--- src/rtl/ifetch_queued_if.sv ---
// Fetch-stage bus: decode/redirect controls, imem port, head entry.
// master = fetch stage, slave = surrounding pipeline and memory.
interface ifetch_queued_if #(
  parameter int WIDTH = 32
);
  logic             PCSrc;
  logic [WIDTH-1:0] BrDest;
  logic             stall;
  logic             imem_en;
  logic [WIDTH-1:0] imem_addr;
  logic [WIDTH-1:0] imem_rdata;
  logic [WIDTH-1:0] nPC;
  logic [WIDTH-1:0] IR;
  logic             valid;

  modport master (
    input  PCSrc, BrDest, stall, imem_rdata,
    output imem_en, imem_addr, nPC, IR, valid
  );

  modport slave (
    output PCSrc, BrDest, stall, imem_rdata,
    input  imem_en, imem_addr, nPC, IR, valid
  );
endinterface

--- src/rtl/ifetch_queued.sv ---
// Instruction fetch with prefetch queue, stall and redirect flush.
// IFETCH_PERF_EN adds perf_fetch/perf_stall/perf_flush counters.
module ifetch_queued #(
  parameter int               WIDTH    = 32,
  parameter int               STEP     = 4,
  parameter int               QDEPTH   = 4,
  parameter logic [WIDTH-1:0] RESET_PC = '0
) (
  input  logic         clk,
  input  logic         reset,
`ifdef IFETCH_PERF_EN
  output logic [31:0]  perf_fetch,
  output logic [31:0]  perf_stall,
  output logic [31:0]  perf_flush,
`endif
  ifetch_queued_if.master bus
);

  localparam int CW = $clog2(QDEPTH + 1);
  localparam int PW = (QDEPTH > 1) ? $clog2(QDEPTH) : 1;

  typedef logic [PW-1:0] ptr_t;

  logic [WIDTH-1:0] pc_q, pc_d;
  logic             infl_q;
  logic [WIDTH-1:0] infl_addr_q;
  logic [CW-1:0]    count_q, count_d;
  ptr_t             head_q, head_d;
  ptr_t             tail_q, tail_d;
  logic [WIDTH-1:0] npc_q [QDEPTH];
  logic [WIDTH-1:0] ir_q  [QDEPTH];

  logic             room, issue, push, pop, valid;
  logic [WIDTH-1:0] addr;

  function automatic ptr_t nxt(input ptr_t p);
    return (p == ptr_t'(QDEPTH - 1)) ? '0 : p + 1'b1;
  endfunction

  assign valid = (count_q != '0);

  always_comb begin
    room    = ({1'b0, count_q} + {{CW{1'b0}}, infl_q})
              < (CW+1)'(QDEPTH);
    issue   = !reset && (bus.PCSrc || room);
    addr    = bus.PCSrc ? bus.BrDest : pc_q;
    push    = infl_q && !bus.PCSrc;
    pop     = valid && !bus.stall && !bus.PCSrc;
    pc_d    = issue ? addr + WIDTH'(STEP) : pc_q;
    count_d = count_q;
    head_d  = pop ? nxt(head_q) : head_q;
    tail_d  = push ? nxt(tail_q) : tail_q;
    unique case (1'b1)
      push && !pop: count_d = count_q + 1'b1;
      pop && !push: count_d = count_q - 1'b1;
      default:      count_d = count_q;
    endcase
    // Redirect drops the queue and the response landing this cycle
    if (bus.PCSrc) begin
      count_d = '0;
      head_d  = '0;
      tail_d  = '0;
    end
  end

  always_ff @(posedge clk) begin
    if (reset) begin
      pc_q        <= RESET_PC;
      infl_q      <= 1'b0;
      infl_addr_q <= '0;
      count_q     <= '0;
      head_q      <= '0;
      tail_q      <= '0;
    end else begin
      pc_q        <= pc_d;
      infl_q      <= issue;
      infl_addr_q <= addr;
      count_q     <= count_d;
      head_q      <= head_d;
      tail_q      <= tail_d;
      if (push) begin
        npc_q[tail_q] <= infl_addr_q + WIDTH'(STEP);
        ir_q[tail_q]  <= bus.imem_rdata;
      end
    end
  end

  assign bus.imem_en   = issue;
  assign bus.imem_addr = addr;
  assign bus.valid     = valid;
  assign bus.nPC       = valid ? npc_q[head_q] : '0;
  assign bus.IR        = valid ? ir_q[head_q] : '0;

`ifdef IFETCH_PERF_EN
  logic [31:0] pf_q, ps_q, pl_q;

  always_ff @(posedge clk) begin
    if (reset) begin
      pf_q <= '0;
      ps_q <= '0;
      pl_q <= '0;
    end else begin
      pf_q <= pf_q + {31'd0, issue};
      ps_q <= ps_q + {31'd0, valid && bus.stall};
      pl_q <= pl_q + {31'd0, bus.PCSrc};
    end
  end

  assign perf_fetch = pf_q;
  assign perf_stall = ps_q;
  assign perf_flush = pl_q;
`endif

endmodule
--- src/flat_wrapper.sv ---
// flat-port wrapper written by rule: the top's interface ports become plain ports
module ifetch_queued_flat 
#(
  parameter int               WIDTH    = 32,
  parameter int               STEP     = 4,
  parameter int               QDEPTH   = 4,
  parameter logic [WIDTH-1:0] RESET_PC = '0
)
  (clk, reset, bus_PCSrc, bus_BrDest, bus_stall, bus_imem_rdata, bus_imem_en, bus_imem_addr, bus_nPC, bus_IR, bus_valid);
  ifetch_queued_if #(.WIDTH(WIDTH)) bus_i ();
  input  logic clk;
  input  logic reset;
  input wire logic [$bits(bus_i.PCSrc)-1:0] bus_PCSrc;
  input wire logic [$bits(bus_i.BrDest)-1:0] bus_BrDest;
  input wire logic [$bits(bus_i.stall)-1:0] bus_stall;
  input wire logic [$bits(bus_i.imem_rdata)-1:0] bus_imem_rdata;
  output wire logic [$bits(bus_i.imem_en)-1:0] bus_imem_en;
  output wire logic [$bits(bus_i.imem_addr)-1:0] bus_imem_addr;
  output wire logic [$bits(bus_i.nPC)-1:0] bus_nPC;
  output wire logic [$bits(bus_i.IR)-1:0] bus_IR;
  output wire logic [$bits(bus_i.valid)-1:0] bus_valid;
  assign bus_i.PCSrc = bus_PCSrc;
  assign bus_i.BrDest = bus_BrDest;
  assign bus_i.stall = bus_stall;
  assign bus_i.imem_rdata = bus_imem_rdata;
  assign bus_imem_en = bus_i.imem_en;
  assign bus_imem_addr = bus_i.imem_addr;
  assign bus_nPC = bus_i.nPC;
  assign bus_IR = bus_i.IR;
  assign bus_valid = bus_i.valid;
  ifetch_queued #(.WIDTH(WIDTH), .STEP(STEP), .QDEPTH(QDEPTH), .RESET_PC(RESET_PC)) u_core (.clk(clk), .reset(reset), .bus(bus_i));
endmodule
--- config.mk ---
export PLATFORM = sky130hd
export DESIGN_NAME = ifetch_queued_flat
export DESIGN_NICKNAME = d
export VERILOG_FILES = /design/src/rtl/ifetch_queued_if.sv /design/src/rtl/ifetch_queued.sv /design/src/flat_wrapper.sv
export SDC_FILE = /design/constraint.sdc
export NUM_CORES = 1
export LEC_CHECK = 0
export ABC_AREA = 1
export ABC_CLOCK_PERIOD_IN_PS = 13800
export CORE_MARGIN = 1.5
export CORE_UTILIZATION = 45
export DETAILED_ROUTE_END_ITERATION = 7
export GPL_ROUTABILITY_DRIVEN = 0
export MAX_ROUTING_LAYER = met4
export PLACE_DENSITY = 0.66
export RECOVER_POWER = 100
export SETUP_SLACK_MARGIN = 0.15
export SLEW_MARGIN = 20
export SYNTH_ARGS = -nofsm -noshare
export SYNTH_HDL_FRONTEND = slang
export SYNTH_SLANG_ARGS = --single-unit
export TNS_END_PERCENT = 10
--- constraint.sdc ---
create_clock -name clk -period 13.8 [get_ports clk]
set_input_delay 2.07 -clock clk [delete_from_list [all_inputs] [get_ports clk]]
set_output_delay 2.07 -clock clk [all_outputs]
set_load 0.02 [all_outputs]
==> flow_summary.ini <==
[clocking]
cts.sinks = 330
tritoncts = yes
cts.repair.resized = 0
htreeDepth = 2
clk_pin_slew_ns = 0.05
post-cts-setup-buffer-count = 0
cts_buffer_depth = 3
ctsHoldBuffers = 0
root_buffer = clkbuf_16
clk_latency_ns = 0.51
cts_buffers = 35

[power]
p_clk_share_pct = 42.1
p_leak_nw = 6.56
combPwrFrac_pct = 7.9
p_sw_share_pct = 21.9
power_density_nw_per_um2 = 127
vdd_ir_drop_max_uv = 73.5
p_sw_w = 0.000484
total_power_w = 0.00221
seq_power_share_pct = 50.0
p_int_w = 0.00173

[synthesis]
synth.yosys.warnings = 0
synth_edf_count = 256
synth_seq_cells = 330
yosysSeqAreaShare_pct = 64.1
synth_most_common_cell = nor2_1
yosysUniqueCellTypes = 36
synth_top_area_share_pct = 53.7
syn_inst = 1418
synthFlopType = edfxtp_1
synth_nets = 1495
synthesis.area_sq_um = 14300
synth.area.top_cells = edfxtp_1 (54%), dfxtp_1 (10%), nor2_1 (8.8%)
avgSynthCellArea_sq_um = 10.1
postSynth.asyncResetShare_pct = 0
synthTopCellsByCount = nor2_1 (336), edfxtp_1 (256), nand2_1 (175), o21ai_0 (156), a21oi_1 (87)
yosys.area.top_type = edfxtp_1

[timing]
layout_min_cycle_time_ns = 8.62
tightest_slew_ns = 4.38
setup_violations = 0
fin_setup_tns_ns = 0
hold_violations = 0
finalMaxSlewViolations = 408
fin_crit_sh_pct = 62.5
fmax_ghz = 0.116
fin_ws_ns = 5.18
fin_skew_ns = 0.0141
maxSlewHeadroom_pct = -192
rsz0062_at_grt = false

[placed_design]
dp_hpwl_mm = 20.0
place_ws_ns = 7.54
port_buffers = 165

[drt]
drtIter0Drc = 621
firstDrtPassIters = 5
via_per_inst = 5.14
drc = 0
detail-route-antenna-nets = 0
via_count = 10265
wl_mm = 33.4
wl_per_cell_um = 16.7

[floorplanning]
initial_core_util_pct = 45.6
core_area_sq_um = 31400
pin_count = 166
die_w_um = 181
die_area_sq_um = 32900
dieHeight_um = 181
rows = 65

[final_layout]
syn_to_final_growth_pct = 21.8
drive_gt1_share_pct = 8.34
nFillCells = 2666
final_nets = 1646
diodes = 0

[setup_path]
cp_max_fo = 40
cp.required_ns = 11.73
cp-start-kind = input pin
crit_arrival_ns = 6.55
endpoint_kind = output pin
crit_type = input pin to output pin

[global_routing]
groute.usage.overall_pct = 21.2
grt_antenna_before_repair = 0
grt_pass1_wl_mm = 53.0
grt_overflow_total = 0
grt_max_degree = 97
grt_pass1_vias = 9886

[status]
outcome = finished, violations left
violations = max-capacitance violations, max-slew violations

[min_path]
hold_path_class = register to register

[run]
drv_cap = 7
==> registers in the layout, indices dropped and copies added, names as in the netlist, named ones only <==
register	count
u_core.npc_q	128
u_core.infl_q	1
u_core.tail_q	2
u_core.pc_q	32
u_core.count_q	3
u_core.infl_addr_q	32
u_core.head_q	2
u_core.ir_q	128
==> layout make-up <==
type / count / area, sq um / share of cell area, %
Clock buffer: 53 / 1060 / 6.07
Clock inverter: 10 / 104 / 0.596
Inverter: 81 / 304 / 1.74
Multi-Input combinational cell: 943 / 4570 / 26.2
Sequential cell: 330 / 9170 / 52.6
Tap cell: 402 / 503 / 2.89
Timing Repair Buffer: 178 / 1710 / 9.84
==> metal layers <==
metal	part of all wire (%)	GRT usage [%]	routed length (um)	vias up
li1	-	-	-	5060
met1	46	28.8	15200	4819
met3	6.3	3.08	2100	45
met4	1.7	5.07	580	0
met5	0	-	0	-
met2	46	33.6	15500	341
==> layout by cell type (no fill, tap or decap), types with 39 or more instances in the layout <==
| cell type | netlist | final |
|---|---|---|
| inv_1 | 78 | 78 |
| a21oi_1 | 87 | 87 |
| nand3_1 | 44 | 44 |
| nor2_1 | 336 | 334 |
| o21ai_0 | 156 | 162 |
| dfxtp_1 | 74 | 72 |
| edfxtp_1 | 256 | 256 |
| clkbuf_16 | 0 | 39 |
| nand2_1 | 175 | 175 |
| dlygate4sd3_1 | 0 | 127 |
==> logic make-up (layout without fill, tap and decap cells) <==
group | after synthesis | after routing | share of synthesized area (%)
adders and majority gates | 9 | 9 | 0.839
and+or+nand+nor | 645 | 645 | 19.8
xor gates and xnor gates | 34 | 34 | 2.08
buffers and inverters | 145 | 322 | 4.21
AOI/OAI and AO/OA | 255 | 255 | 9.05
DFF | 330 | 330 | 64.1
==> metrics by stage <==
| step | std cells | hold WS (ns) | instance area [sq um] | utilization, % |
|---|---|---|---|---|
| 2_1_floorplan | 1418 | 0.421 | 14300 | - |
| 3_3_place_gp | 1934 | 0.438 | 16300 | 51.9 |
| 3_5_place_dp | 1934 | 0.446 | 16300 | 51.9 |
| 4_1_cts | 1997 | 0.459 | 17500 | 55.6 |
| 5_1_grt | 1997 | 0.482 | 17400 | 55.5 |
| 6_report | 1997 | 0.459 | 17400 | 55.5 |
==> critical path: stages <==
cell	delay, ns
buf_2	0.07
clkbuf_1	1.67
inv_1	1.20
or2_2	0.58
o21ai_0	0.16
inv_1	0.11
dlygate4sd3_1	0.67
==> path summary, 6_finish.rpt <==
path | slack, ns | endpoint | depth (start not counted) | startpoint
hold reg to reg | 0.46 | u_core.pc_q[7] | 2 | u_core.pc_q[7]
setup / recovery | 5.18 | bus_imem_addr[31] | 7 | bus_PCSrc
setup reg to reg | 9.40 | u_core.npc_q[1][30] | 3 | u_core.infl_q
hold / removal | 0.46 | u_core.pc_q[7] | 2 | u_core.pc_q[7]
==> power by group through the flow <==
stage / combinational [W] / clock, W / sequential, W
2_1_floorplan: 0.0000997 / 0 / 0.00112
3_3_place_gp: 0.000181 / 0 / 0.00113
3_5_place_dp: 0.000182 / 0 / 0.00113
4_1_cts: 0.000183 / 0.000946 / 0.00110
5_1_grt: 0.000192 / 0.000990 / 0.00111
6_report: 0.000175 / 0.000930 / 0.00111
Power figures use the tool's default switching activity.
